## src/rtl/conv_mac_accum_param_2_pkg.sv

```systemverilog
// Shared widths and tap classification for the param_2 convolution MAC.
// The ReLU stage imports the same defaults so both stages agree on widths.
package conv_mac_accum_param_2_pkg;

    localparam int DEF_DATA_WIDTH           = 16;
    localparam int DEF_ACCUM_DATA_WIDTH     = 44;
    localparam int DEF_COUNT_SLOAD_BITWIDTH = 5;
    localparam int DEF_KERNEL_TAPS          = 25;

    typedef enum logic {
        TAP_SLOAD = 1'b0,
        TAP_ACCUM = 1'b1
    } tap_kind_e;

endpackage

```

## src/rtl/conv_mac_accum_param_2_if.sv

```systemverilog
// Operand stream in, completed window sum and tap counter out.
interface conv_mac_accum_param_2_if
    import conv_mac_accum_param_2_pkg::*;
#(
    parameter int DATA_WIDTH           = DEF_DATA_WIDTH,
    parameter int ACCUM_DATA_WIDTH     = DEF_ACCUM_DATA_WIDTH,
    parameter int COUNT_SLOAD_BITWIDTH = DEF_COUNT_SLOAD_BITWIDTH
);

    logic                                enable;
    logic signed [DATA_WIDTH-1:0]        data_in;
    logic signed [DATA_WIDTH-1:0]        weight_in;
    logic signed [ACCUM_DATA_WIDTH-1:0]  result;
    logic [COUNT_SLOAD_BITWIDTH-1:0]     count_sload;
    logic                                result_valid;

    modport master (
        output enable, data_in, weight_in,
        input  result, count_sload, result_valid
    );

    modport slave (
        input  enable, data_in, weight_in,
        output result, count_sload, result_valid
    );

endinterface

```

## src/rtl/signed_mult_reg_param_2.sv

```systemverilog
// Stage-1 registered signed multiplier; the product holds while enable is low.
module signed_mult_reg_param_2 #(
    parameter int DATA_WIDTH = 16
) (
    input  logic                           clock,
    input  logic                           reset,
    input  logic                           enable,
    input  logic signed [DATA_WIDTH-1:0]   data_in,
    input  logic signed [DATA_WIDTH-1:0]   weight_in,
    output logic signed [2*DATA_WIDTH-1:0] prod,
    output logic                           vld
);

    // stage 0 -> stage 1
    always_ff @(posedge clock or negedge reset) begin
        if (!reset) begin
            prod <= '0;
            vld  <= 1'b0;
        end else begin
            vld <= enable;
            if (enable) begin
                prod <= (2*DATA_WIDTH)'(data_in) * (2*DATA_WIDTH)'(weight_in);
            end
        end
    end

endmodule

```

## src/rtl/conv_mac_accum_param_2.sv

```systemverilog
// Pixel*weight MAC: accumulates KERNEL_TAPS products per window and publishes
// the completed sum, held stable for the whole following window.
module conv_mac_accum_param_2
    import conv_mac_accum_param_2_pkg::*;
#(
    parameter int DATA_WIDTH           = DEF_DATA_WIDTH,
    parameter int ACCUM_DATA_WIDTH     = DEF_ACCUM_DATA_WIDTH,
    parameter int COUNT_SLOAD_BITWIDTH = DEF_COUNT_SLOAD_BITWIDTH,
    parameter int KERNEL_TAPS          = DEF_KERNEL_TAPS
) (
    input  logic                    clock,
    input  logic                    reset,
    conv_mac_accum_param_2_if.slave bus
);

    localparam logic [COUNT_SLOAD_BITWIDTH-1:0] LAST_TAP =
        COUNT_SLOAD_BITWIDTH'(KERNEL_TAPS - 1);

    function automatic logic signed [ACCUM_DATA_WIDTH-1:0] sign_extend(
        input logic signed [2*DATA_WIDTH-1:0] value
    );
        return ACCUM_DATA_WIDTH'(value);
    endfunction

    logic signed [2*DATA_WIDTH-1:0]     prod_p1;
    logic                               vld_p1;
    logic signed [ACCUM_DATA_WIDTH-1:0] prod_ext_p1;
    logic signed [ACCUM_DATA_WIDTH-1:0] sum_p1;
    logic signed [ACCUM_DATA_WIDTH-1:0] acc_p2;
    logic signed [ACCUM_DATA_WIDTH-1:0] result_p2;
    logic [COUNT_SLOAD_BITWIDTH-1:0]    count_p2;
    logic                               vld_p2;
    tap_kind_e                          kind_p1;

    signed_mult_reg_param_2 #(
        .DATA_WIDTH (DATA_WIDTH)
    ) u_mult (
        .clock     (clock),
        .reset     (reset),
        .enable    (bus.enable),
        .data_in   (bus.data_in),
        .weight_in (bus.weight_in),
        .prod      (prod_p1),
        .vld       (vld_p1)
    );

    // stage 1 -> stage 2: sload restarts the sum, other taps add (wrapping)
    always_comb begin
        prod_ext_p1 = sign_extend(prod_p1);
        kind_p1     = (count_p2 == '0) ? TAP_SLOAD : TAP_ACCUM;
        sum_p1      = (kind_p1 == TAP_SLOAD) ? prod_ext_p1 : acc_p2 + prod_ext_p1;
    end

    always_ff @(posedge clock or negedge reset) begin
        if (!reset) begin
            acc_p2    <= '0;
            result_p2 <= '0;
            count_p2  <= '0;
            vld_p2    <= 1'b0;
        end else if (vld_p1) begin
            acc_p2 <= sum_p1;
            if (count_p2 == LAST_TAP) begin
                result_p2 <= sum_p1;
                vld_p2    <= 1'b1;
                count_p2  <= '0;
            end else begin
                vld_p2   <= 1'b0;
                count_p2 <= count_p2 + 1'b1;
            end
        end else begin
            vld_p2 <= 1'b0;
        end
    end

    assign bus.result       = result_p2;
    assign bus.count_sload  = count_p2;
    assign bus.result_valid = vld_p2;

endmodule

```

## src/flat_wrapper.sv

```systemverilog
// flat-port wrapper written by rule: the top's interface ports become plain ports
module conv_mac_accum_param_2_flat import conv_mac_accum_param_2_pkg::*;
#(
    parameter int DATA_WIDTH           = DEF_DATA_WIDTH,
    parameter int ACCUM_DATA_WIDTH     = DEF_ACCUM_DATA_WIDTH,
    parameter int COUNT_SLOAD_BITWIDTH = DEF_COUNT_SLOAD_BITWIDTH,
    parameter int KERNEL_TAPS          = DEF_KERNEL_TAPS
)
  (clock, reset, bus_enable, bus_data_in, bus_weight_in, bus_result, bus_count_sload, bus_result_valid);
  conv_mac_accum_param_2_if #(.DATA_WIDTH(DATA_WIDTH), .ACCUM_DATA_WIDTH(ACCUM_DATA_WIDTH), .COUNT_SLOAD_BITWIDTH(COUNT_SLOAD_BITWIDTH)) bus_i ();
  input  logic clock;
  input  logic reset;
  input wire logic [$bits(bus_i.enable)-1:0] bus_enable;
  input wire logic [$bits(bus_i.data_in)-1:0] bus_data_in;
  input wire logic [$bits(bus_i.weight_in)-1:0] bus_weight_in;
  output wire logic [$bits(bus_i.result)-1:0] bus_result;
  output wire logic [$bits(bus_i.count_sload)-1:0] bus_count_sload;
  output wire logic [$bits(bus_i.result_valid)-1:0] bus_result_valid;
  assign bus_i.enable = bus_enable;
  assign bus_i.data_in = bus_data_in;
  assign bus_i.weight_in = bus_weight_in;
  assign bus_result = bus_i.result;
  assign bus_count_sload = bus_i.count_sload;
  assign bus_result_valid = bus_i.result_valid;
  conv_mac_accum_param_2 #(.DATA_WIDTH(DATA_WIDTH), .ACCUM_DATA_WIDTH(ACCUM_DATA_WIDTH), .COUNT_SLOAD_BITWIDTH(COUNT_SLOAD_BITWIDTH), .KERNEL_TAPS(KERNEL_TAPS)) u_core (.clock(clock), .reset(reset), .bus(bus_i));
endmodule
```

## config.mk

```make
export PLATFORM = sky130hd
export DESIGN_NAME = conv_mac_accum_param_2_flat
export DESIGN_NICKNAME = d
export VERILOG_FILES = /design/src/rtl/conv_mac_accum_param_2_pkg.sv /design/src/rtl/conv_mac_accum_param_2_if.sv /design/src/rtl/signed_mult_reg_param_2.sv /design/src/rtl/conv_mac_accum_param_2.sv /design/src/flat_wrapper.sv
export SDC_FILE = /design/constraint.sdc
export NUM_CORES = 1
export LEC_CHECK = 0
export CAP_MARGIN = 0
export CORE_ASPECT_RATIO = 2
export CORE_UTILIZATION = 35
export DETAILED_ROUTE_END_ITERATION = 8
export PLACE_DENSITY = 0.63
export SLEW_MARGIN = 5
export SYNTH_ARGS = -nofsm -noshare
export SYNTH_HDL_FRONTEND = slang
export SYNTH_SLANG_ARGS = --single-unit
```

## constraint.sdc

```tcl
create_clock -name clock -period 2.8 [get_ports clock]
set_input_delay 0.28 -clock clock [delete_from_list [all_inputs] [get_ports clock]]
set_output_delay 0.28 -clock clock [all_outputs]
set_load 0.1 [all_outputs]
```

==> flow_metrics.env, run 1 <==
export IMPL_final_common_cell="buf_4"
export IMPL_start_kind="input port"
export IMPL_dominantRegCellSynth="dfrtp_1"
export IMPL_antenna_found_initial=0
export IMPL_hpwl_mm=39.6
export IMPL_tightest_slew_ns=0.613
export IMPL_ys_seq_area_frac=0.184
export IMPL_fmax_ghz=0.180
export IMPL_row_count=114
export IMPL_area_growth_pct=42.8
export IMPL_finalSetupViolCount=85
export IMPL_first_global_vias=16900
export IMPL_drive_gt1_frac=0.370
export IMPL_clkLatencyLatePin_ns=0.44
export IMPL_cts_max_path_buffers=2
export IMPL_finalCritPeriodShare=1.99
export IMPL_crit_required_ns=3.12
export IMPL_antenna_cells=0
export IMPL_grt_start_max_net_pins=75
export IMPL_wl_per_cell_um=17.0
export IMPL_final_cells=3033
export IMPL_rsz0062_at_grt="true"
export IMPL_cts_sinks=127
export IMPL_fill_cells=4361
export IMPL_drtIter0Drc=550
export IMPL_drc=0
export IMPL_yosysWarnings=0
export IMPL_ant_nets=0
export IMPL_coreArea_mm2=0.0485
export IMPL_root_buffer="clkbuf_16"
export IMPL_totalWireLength_mm=51.4
export IMPL_violations="negative setup slack"
export IMPL_slew_headroom=0.591
export IMPL_h_tree_depth=4
export IMPL_ys_types=66
export IMPL_worstSetupPathType="in -> reg"
export IMPL_initial_core_util=0.357
export IMPL_syn_inst=1927
export IMPL_placed_cells=2888
export IMPL_via_per_inst=4.92
export IMPL_die_h_um=316
export IMPL_die_w_um=159
export IMPL_numCtsBuffers=17
export IMPL_synth_area_mm2=0.0173
export IMPL_async_flop_share=1.00
export IMPL_final_cell_mix="buf_4 (367), inv_1 (288), fa_1 (238), nand2_1 (219), dfrtp_1 (126)"
export IMPL_layout_setup_ws_ns=-2.77
export IMPL_critPathMaxFanout=4
export IMPL_vias=14900
export IMPL_grt_first_pass_wirelength_mm=83.8
export IMPL_regArea_mm2=0.00318
export IMPL_place_gp_congestion=0.897
export IMPL_clk_pin_slew_ns=0.06
export IMPL_status="finished, violations left"
export IMPL_arrival_ns=5.89
export IMPL_pin_count=85
export IMPL_post_synth_cell_area_avg_um2=8.98
export IMPL_finalMaxSlewViolations=0
export IMPL_synth_seq_cells=127
export IMPL_crit_path_end_kind="flip-flop"
export IMPL_fin_nets=2807
export IMPL_grt_overflow_total=0
export IMPL_holdCritPathClass="in -> async"
export IMPL_finalHoldViolCount=0
export IMPL_portBuffers=84
export IMPL_multi_input_area_mm2=0.0143
export IMPL_timing_final_crit_period_ns=5.57
export IMPL_clock_skew_ns=0.00957
export IMPL_synth_edf_count=0
export IMPL_drv_cap=0
export IMPL_syn_nets=2352
export IMPL_grt_usage=0.212
export IMPL_dieArea_mm2=0.0504
export IMPL_firstDrtPassIters=4
export IMPL_cts_tree="built"
## worst paths after layout
kind                            slack, ns                      to                   from  cells past startpoint
worst max-delay path                -2.77  u_core.u_mult.prod[31]        bus_data_in[11]                     25
worst min-delay path                 0.39    u_core.bus.result[6]                  reset                      2
worst min register to register       0.48   u_core.bus.result[34]  u_core.bus.result[34]                      2
max in group asynchronous            1.70   u_core.bus.result[27]                  reset                      3
min in group clock                   0.48   u_core.bus.result[34]  u_core.bus.result[34]                      2
worst max register to register      -0.39   u_core.bus.result[41]       u_core.acc_p2[0]                     12
## cell type report
type / count / share of cell area
Clock buffer: 19 / 0.0179
Tap cell: 638 / 0.0323
Timing Repair Buffer: 507 / 0.183
Multi-Input combinational cell: 1399 / 0.580
Sequential cell: 127 / 0.129
Clock inverter: 13 / 0.00765
Inverter: 330 / 0.0502
## kinds of logic after synthesis
group                      after synthesis  share of synthesized area
muxes                                   38                     0.0242
AOI/OAI and AO/OA                      326                      0.116
adders and majority gates              390                      0.396
DFF                                    127                      0.184
xor gates and xnor gates                77                     0.0390
buffers and inverters                  401                     0.0873
and+or+nand+nor                        568                      0.154
## cell usage after synthesis (9+ instances only)
cell | n | share of area
a21o_1 | 31 | 0.013
a21oi_1 | 115 | 0.033
a31oi_1 | 15 | 0.0054
and2_1 | 126 | 0.046
clkbuf_1 | 65 | 0.014
dfrtp_1 | 127 | 0.18
fa_1 | 263 | 0.30
ha_1 | 127 | 0.092
inv_1 | 330 | 0.072
mux2_2 | 31 | 0.020
nand2_1 | 247 | 0.054
nand2b_1 | 12 | 0.0043
nand3_1 | 21 | 0.0061
nand4_1 | 9 | 0.0033
nor2_1 | 99 | 0.021
nor2b_1 | 11 | 0.0040
nor3_1 | 17 | 0.0049
o21ai_0 | 82 | 0.024
o21bai_1 | 18 | 0.0078
xnor2_1 | 50 | 0.025
xor2_1 | 27 | 0.014
## through the flow
| step | area, µm² | setup TNS (ns) | worst slack (ns) | utilization | hold slack, ns |
|---|---|---|---|---|---|
| after floorplan | 17900 | -56.72 | -2.81 | - | -0.0156 |
| after global placement | 21500 | -94.44 | -3.74 | 0.443 | 0.285 |
| after detailed placement | 21500 | -96.57 | -3.80 | 0.443 | 0.292 |
| after CTS | 24100 | -63.82 | -2.73 | 0.496 | 0.391 |
| after global routing | 24700 | -82.98 | -2.95 | 0.510 | 0.444 |
| final | 24700 | -72.48 | -2.77 | 0.510 | 0.387 |
## per-layer routing
| metal | track usage | vias up | routed length, µm |
|---|---|---|---|
| li1 | - | 7022 | - |
| met1 | 0.198 | 7388 | 17700 |
| met2 | 0.426 | 326 | 28800 |
| met3 | 0.0229 | 195 | 1180 |
| met4 | 0.145 | 0 | 3700 |
| met5 | 0 | - | 0 |
## sequential cells by signal, indices dropped and copies added (netlist names)
register	cells
u_core.bus.count_sload	5
u_core.bus.result_valid	1
u_core.u_mult.prod	32
u_core.bus.result	44
u_core.acc_p2	44
u_core.u_mult.vld	1
## critical path, cell delays in order
cell	delay, ns
buf_8	0.10
buf_6	0.12
buf_12	0.12
and2_4	0.13
fa_1	0.53
inv_1	0.05
fa_2	0.53
fa_1	0.43
inv_2	0.08
fa_2	0.42
fa_1	0.50
inv_2	0.04
fa_2	0.52
inv_2	0.04
ha_4	0.15
a21o_1	0.18
a21o_1	0.17
a21o_1	0.21
a311oi_4	0.37
nor3_2	0.10
o21ai_2	0.20
nand2_1	0.08
a31oi_1	0.17
xnor2_1	0.10
mux2_4	0.25
## what timing repair did
action | 4_1_cts | 5_1_grt
cloned | 9 | 0
resized for setup | 436 | 165
hold endpoints to repair | 57 | 0
endpoints found under the setup margin | 81 | 89
pin swaps | 192 | 150
buffers inserted | 91 | 26
hold buffers | 1 | 0
Power of run 1 is left out: the tool's default activity adds up to more than one toggle a clock period on the data nets, which glitch-free logic cannot reach.
==> run 2: changes to the inputs <==
--- a/config.mk
+++ b/config.mk
@@ -10,6 +10,7 @@
 export CORE_UTILIZATION = 35
 export DETAILED_ROUTE_END_ITERATION = 8
 export PLACE_DENSITY = 0.63
+export SETUP_SLACK_MARGIN = 0.15
 export SLEW_MARGIN = 5
 export SYNTH_ARGS = -nofsm -noshare
 export SYNTH_HDL_FRONTEND = slang
==> run 2 against run 1 <==
Effect of this change:
- the flow still finishes with violations (negative setup slack)
- final cell count about the same
- cell area increased by 0.45%
- utilization is 0.23 points higher
- die area unchanged
- flip-flop and latch count is the same
- via count barely moved
- non-clock buffer count up 2
- wire length decreased by 0.85%
- register-to-register slack gained 0.04 ns
- first-iteration DRC count up 4.5%
- worst hold slack worse by 0.15 ns
- global-route usage decreased by 0.46 points
==> flow_metrics.env, run 2 (synthesized netlist as in run 1, its figures left out) <==
export IMPL_status="finished, violations left"
export IMPL_violations="negative setup slack"
export IMPL_placed_area_mm2=0.0215
export IMPL_coreArea_mm2=0.0485
export IMPL_r2r_start="u_core.acc_p2[0]"
export IMPL_fin_nets=2809
export IMPL_ant_nets=0
export IMPL_top_usage_layer="met2"
export IMPL_r2r_setup_slack_ns=-0.35
export IMPL_first_global_vias=16800
export IMPL_cts_max_path_buffers=2
export IMPL_grtUsageMet2=0.424
export IMPL_clock_skew_ns=0.00821
export IMPL_layout_setup_ws_ns=-2.75
export IMPL_place_gp_congestion=0.901
export IMPL_clkLatencyLatePin_ns=0.43
export IMPL_area_growth_pct=43.4
export IMPL_drc=0
export IMPL_die_h_um=316
export IMPL_cp_slowest_cell="fa_1"
export IMPL_crit_path_end_kind="flip-flop"
export IMPL_rsz0062_at_grt="true"
export IMPL_tightest_slew_ns=0.989
export IMPL_critical_path_buf_inv_count=6
export IMPL_final_common_cell="buf_4"
export IMPL_via_per_inst=4.92
export IMPL_antenna_found_initial=0
export IMPL_reg2reg_depth=16
export IMPL_placed_cells=2878
export IMPL_final_cells=3035
export IMPL_clk_pin_slew_ns=0.06
export IMPL_cpMostUsedCell="fa_1"
export IMPL_slew_headroom=0.340
export IMPL_firstDrtPassIters=7
export IMPL_arrival_ns=5.87
export IMPL_antenna_cells=0
export IMPL_finalHoldViolCount=0
export IMPL_finalSetupViolCount=80
export IMPL_fmax_ghz=0.180
export IMPL_grt_first_pass_wirelength_mm=82.8
export IMPL_cp_cell_sequence="buf_2 -> buf_12 -> and2_4 -> fa_1 -> inv_2 -> fa_1 -> inv_1 -> fa_1 -> fa_1 -> fa_1 -> inv_1 -> fa_1 -> inv_2 -> ha_4 -> nand3_4 -> or3_4 -> a21boi_4 -> a311oi_4 -> nor3_2 -> o21ai_2 -> nand2_1 -> a31oi_2 -> xnor2_1 -> mux2_4"
export IMPL_grt_overflow_total=0
export IMPL_finalMaxSlewViolations=0
export IMPL_h_tree_depth=4
export IMPL_grt_start_max_net_pins=68
export IMPL_critical_path_top_delay_family="adder cells"
export IMPL_die_w_um=159
export IMPL_vias=14900
export IMPL_worstSetupPathType="in -> reg"
export IMPL_wl_per_cell_um=16.8
export IMPL_drv_cap=0
export IMPL_drive_gt1_frac=0.377
export IMPL_critPathMaxFanout=8
export IMPL_holdCritPathClass="in -> async"
export IMPL_cpPeakStageDelay_ns=0.59
export IMPL_numCtsBuffers=17
export IMPL_fin_util=0.512
export IMPL_finalCritPeriodShare=1.98
export IMPL_pin_count=85
export IMPL_use_met3=0.0200
export IMPL_drtIter0Drc=575
export IMPL_start_kind="input port"
export IMPL_initial_core_util=0.357
export IMPL_hpwl_mm=39.9
export IMPL_dieArea_mm2=0.0504
export IMPL_final_cell_area_mm2=0.0248
export IMPL_timing_final_crit_period_ns=5.55
export IMPL_fill_cells=4377
export IMPL_cts_sinks=127
export IMPL_cts_tree="built"
export IMPL_crit_required_ns=3.11
export IMPL_grt_usage=0.207
export IMPL_grt_util_met1=0.197
export IMPL_row_count=114
export IMPL_reg2reg_to="u_core.acc_p2[27]"
export IMPL_root_buffer="clkbuf_16"
export IMPL_final_cell_mix="buf_4 (360), inv_1 (282), fa_1 (243), nand2_1 (225), dfrtp_1 (126)"
export IMPL_totalWireLength_mm=51.0
export IMPL_portBuffers=84
==> run 2: worst max-delay path by stage <==
stage / startpoint / endpoint / slack [ns] / cells after the start
floorplan: bus_weight_in[1] / u_core.u_mult.prod[31] / -2.81 / 22
global placement: bus_data_in[7] / u_core.u_mult.prod[30] / -3.73 / 24
detailed placement: bus_weight_in[9] / u_core.u_mult.prod[28] / -3.84 / 25
CTS: bus_weight_in[5] / u_core.u_mult.prod[31] / -2.76 / 23
global route: bus_weight_in[12] / u_core.u_mult.prod[31] / -2.94 / 26
finish: bus_data_in[3] / u_core.u_mult.prod[31] / -2.75 / 24
==> run 2: what timing repair did <==
action                                 CTS  global route
endpoints found under the hold margin   67             0
buffers inserted                        93            24
gates resized for setup                395           191
cloned                                   7             0
pin swaps                              161           139
hold buffers                             1             0
setup endpoints to repair               90            99
==> run 2: area by class of cell <==
type | instances | area, µm² | area share
multi-input combinational | 1399 | 14400 | 0.581
clock buffer | 18 | 439 | 0.0177
inverter | 330 | 1240 | 0.0500
sequential | 127 | 3180 | 0.128
tap | 638 | 798 | 0.0322
timing repair buffer | 509 | 4550 | 0.183
clock inverter | 14 | 191 | 0.00771
==> run 2: through the flow <==
stage / TNS, ns / hold slack, ns / worst slack (ns)
after floorplan: -56.72 / -0.0156 / -2.81
after global placement: -93.56 / 0.113 / -3.73
after detailed placement: -97.17 / 0.115 / -3.84
after CTS: -64.29 / 0.219 / -2.76
after global routing: -80.51 / 0.261 / -2.94
final: -68.55 / 0.234 / -2.75
==> run 2: per-layer routing <==
metal	part of all wire	wire length [µm]	up-vias
li1	-	-	7021
met1	0.35	17800	7448
met2	0.57	29200	324
met3	0.022	1130	149
met4	0.056	2860	0
met5	0	0	-
Power of run 2 is left out for the same reason.
==> run 3: changes to the inputs <==
--- a/config.mk
+++ b/config.mk
@@ -5,13 +5,13 @@
 export SDC_FILE = /design/constraint.sdc
 export NUM_CORES = 1
 export LEC_CHECK = 0
-export CAP_MARGIN = 0
+export ABC_AREA = 1
 export CORE_ASPECT_RATIO = 2
 export CORE_UTILIZATION = 35
 export DETAILED_ROUTE_END_ITERATION = 8
 export PLACE_DENSITY = 0.63
 export SETUP_SLACK_MARGIN = 0.15
-export SLEW_MARGIN = 5
+export SLEW_MARGIN = 20
 export SYNTH_ARGS = -nofsm -noshare
 export SYNTH_HDL_FRONTEND = slang
 export SYNTH_SLANG_ARGS = --single-unit
==> run 3 against run 2 <==
Effect of this change:
- the flow still finishes with violations (negative setup slack)
- count of clock-buffer cells in the layout up 3
- non-clock buffer count down 86
- wire length up 33%
- synthesized cell count up 44%
- die area up 12%
- global-route usage up 4.2 points
- worst hold slack better by 0.099 ns
- largest cell class unchanged
==> flow_metrics.env, run 3 <==
export IMPL_status="finished, violations left"
export IMPL_violations="negative setup slack"
export IMPL_cts_sinks=127
export IMPL_numCtsBuffers=17
export IMPL_holdCritPathClass="in -> async"
export IMPL_row_count=121
export IMPL_h_tree_depth=4
export IMPL_final_common_cell="nand2_1"
export IMPL_reg2reg_depth=9
export IMPL_yosysWarnings=0
export IMPL_layout_setup_ws_ns=-2.17
export IMPL_grt_first_pass_wirelength_mm=106
export IMPL_drive_gt1_frac=0.290
export IMPL_yosysTopAreaCellShare=0.271
export IMPL_drtIter0Drc=894
export IMPL_grt_usage=0.250
export IMPL_fin_nets=3544
export IMPL_synth_seq_cells=127
export IMPL_die_w_um=169
export IMPL_drv_cap=0
export IMPL_die_h_um=335
export IMPL_final_cell_mix="nand2_1 (867), inv_1 (538), buf_4 (260), fa_1 (228), dfrtp_1 (126)"
export IMPL_ys_types=42
export IMPL_crit_path_end_kind="flip-flop"
export IMPL_crit_required_ns=3.14
export IMPL_rsz0062_at_grt="true"
export IMPL_timing_final_crit_period_ns=4.97
export IMPL_drc=0
export IMPL_reg2reg_to="u_core.acc_p2[26]"
export IMPL_async_flop_share=1.00
export IMPL_dominantRegCellSynth="dfrtp_1"
export IMPL_ant_nets=0
export IMPL_coreArea_mm2=0.0547
export IMPL_post_synth_cell_area_avg_um2=7.03
export IMPL_totalWireLength_mm=67.8
export IMPL_grt_overflow_total=0
export IMPL_grt_start_max_net_pins=58
export IMPL_clkLatencyLatePin_ns=0.45
export IMPL_synth_edf_count=0
export IMPL_wl_per_cell_um=17.5
export IMPL_dieArea_mm2=0.0566
export IMPL_clk_pin_slew_ns=0.06
export IMPL_clock_skew_ns=0.00802
export IMPL_antenna_cells=0
export IMPL_pre_cts_ws_ns=-3.19
export IMPL_synthTopCellsByCount="nand2_1 (952), inv_1 (628), fa_1 (263)"
export IMPL_root_buffer="clkbuf_16"
export IMPL_synth_top_area_cell="fa_1"
export IMPL_cts_tree="built"
export IMPL_area_growth_pct=37.2
export IMPL_place_gp_congestion=0.988
export IMPL_finalMaxSlewViolations=0
export IMPL_synth_area_mm2=0.0194
export IMPL_start_kind="input port"
export IMPL_hpwl_mm=54.0
export IMPL_initial_core_util=0.356
export IMPL_worstSetupPathType="in -> reg"
export IMPL_syn_inst=2768
export IMPL_critPathMaxFanout=4
export IMPL_first_global_vias=20100
export IMPL_fmax_ghz=0.201
export IMPL_tightest_slew_ns=0.657
export IMPL_antenna_found_initial=0
export IMPL_arrival_ns=5.31
export IMPL_r2r_setup_slack_ns=0.28
export IMPL_portBuffers=84
export IMPL_cts_max_path_buffers=2
export IMPL_syn_nets=3193
export IMPL_vias=18500
export IMPL_synth_most_common_cell="nand2_1"
export IMPL_finalHoldViolCount=0
export IMPL_firstDrtPassIters=5
export IMPL_r2r_start="u_core.u_mult.prod[2]"
export IMPL_final_cell_area_mm2=0.0267
export IMPL_synth_area_leaders="fa_1 (27%), nand2_1 (18%), dfrtp_1 (16%), inv_1 (12%), ha_1 (8.2%)"
export IMPL_finalCritPeriodShare=1.77
export IMPL_crit_start="bus_weight_in[6]"
export IMPL_finalSetupViolCount=28
export IMPL_pin_count=85
export IMPL_via_per_inst=4.79
export IMPL_placed_area_mm2=0.0237
export IMPL_ys_seq_area_frac=0.163
export IMPL_slew_headroom=0.562
-- run 3: cell count changes in the layout (fill, tap and decap cells not counted), moves of 50 or more --
cell | previous run | this run
inv_2 | 47 | 97
nand3_1 | 16 | 80
and2_1 | 87 | 0
buf_4 | 360 | 260
inv_1 | 282 | 538
nand2_1 | 225 | 867
nand2_2 | 8 | 61
-- run 3: cell type report --
cell class	count	area (µm²)
well taps	738	923
flip-flops and latches	127	3180
multi-input cells	1903	15400
inverters	647	2460
clock buffers	21	470
repair buffers	423	4100
clock inverters	11	154
fillers	5264	28000
-- run 3: kinds of logic (layout without fill, tap and decap cells) --
| group | Yosys count | after routing | share of synthesized area |
|---|---|---|---|
| simple gates | 1299 | 1299 | 0.276 |
| buf+inv | 738 | 1102 | 0.144 |
| fa+ha+maj | 390 | 390 | 0.352 |
| compound gates | 189 | 189 | 0.0536 |
| flops | 127 | 127 | 0.163 |
| xor+xnor | 25 | 25 | 0.0113 |
-- run 3: worst max-delay path by stage --
stage	end	slack (ns)	depth (start not counted)
2_1_floorplan	u_core.u_mult.prod[31]	-2.34	25
3_3_place_gp	u_core.u_mult.prod[22]	-3.11	22
3_5_place_dp	u_core.u_mult.prod[22]	-3.19	23
4_1_cts	u_core.u_mult.prod[27]	-2.17	24
5_1_grt	u_core.u_mult.prod[27]	-2.31	26
6_report	u_core.u_mult.prod[26]	-2.17	26
-- run 3: stage by stage --
step | setup TNS, ns | std cells | hold WS (ns) | util
floorplan | -49.33 | 2768 | -0.0156 | -
global placement | -74.99 | 3744 | 0.249 | 0.434
detailed placement | -76.47 | 3744 | 0.248 | 0.434
CTS | -49.50 | 3851 | 0.346 | 0.478
global route | -54.19 | 3870 | 0.367 | 0.488
finish | -50.32 | 3870 | 0.333 | 0.488
-- run 3: timing repair --
| action | 4_1_cts | 5_1_grt |
|---|---|---|
| gates cloned | 8 | 0 |
| endpoints found under the hold margin | 44 | 0 |
| resized for setup | 439 | 125 |
| pin swaps | 181 | 128 |
| setup endpoints to repair | 28 | 54 |
| hold buffers | 1 | 0 |
| setup buffers | 66 | 19 |
-- run 3: worst max-delay path, stage by stage --
cell     delay [ns]
buf_6          0.09
buf_12         0.13
buf_12         0.13
buf_6          0.11
nand2_2        0.05
inv_2          0.03
fa_1           0.48
inv_2          0.05
fa_2           0.54
fa_2           0.44
fa_1           0.49
inv_1          0.05
fa_1           0.47
inv_1          0.05
fa_1           0.49
inv_2          0.05
ha_4           0.30
nand2_4        0.08
buf_12         0.13
nor2_4         0.16
buf_6          0.13
nand4_1        0.23
nand3_1        0.16
nand2_1        0.07
nand3_2        0.05
nand2_1        0.05
-- run 3: layer usage --
layer	vias up	track usage	wire length, µm
met2	482	0.506	38800
li1	8899	-	-
met1	8890	0.212	21200
met4	0	0.202	5970
met3	272	0.0277	1850
met5	-	0	0
Power of run 3 is left out for the same reason.
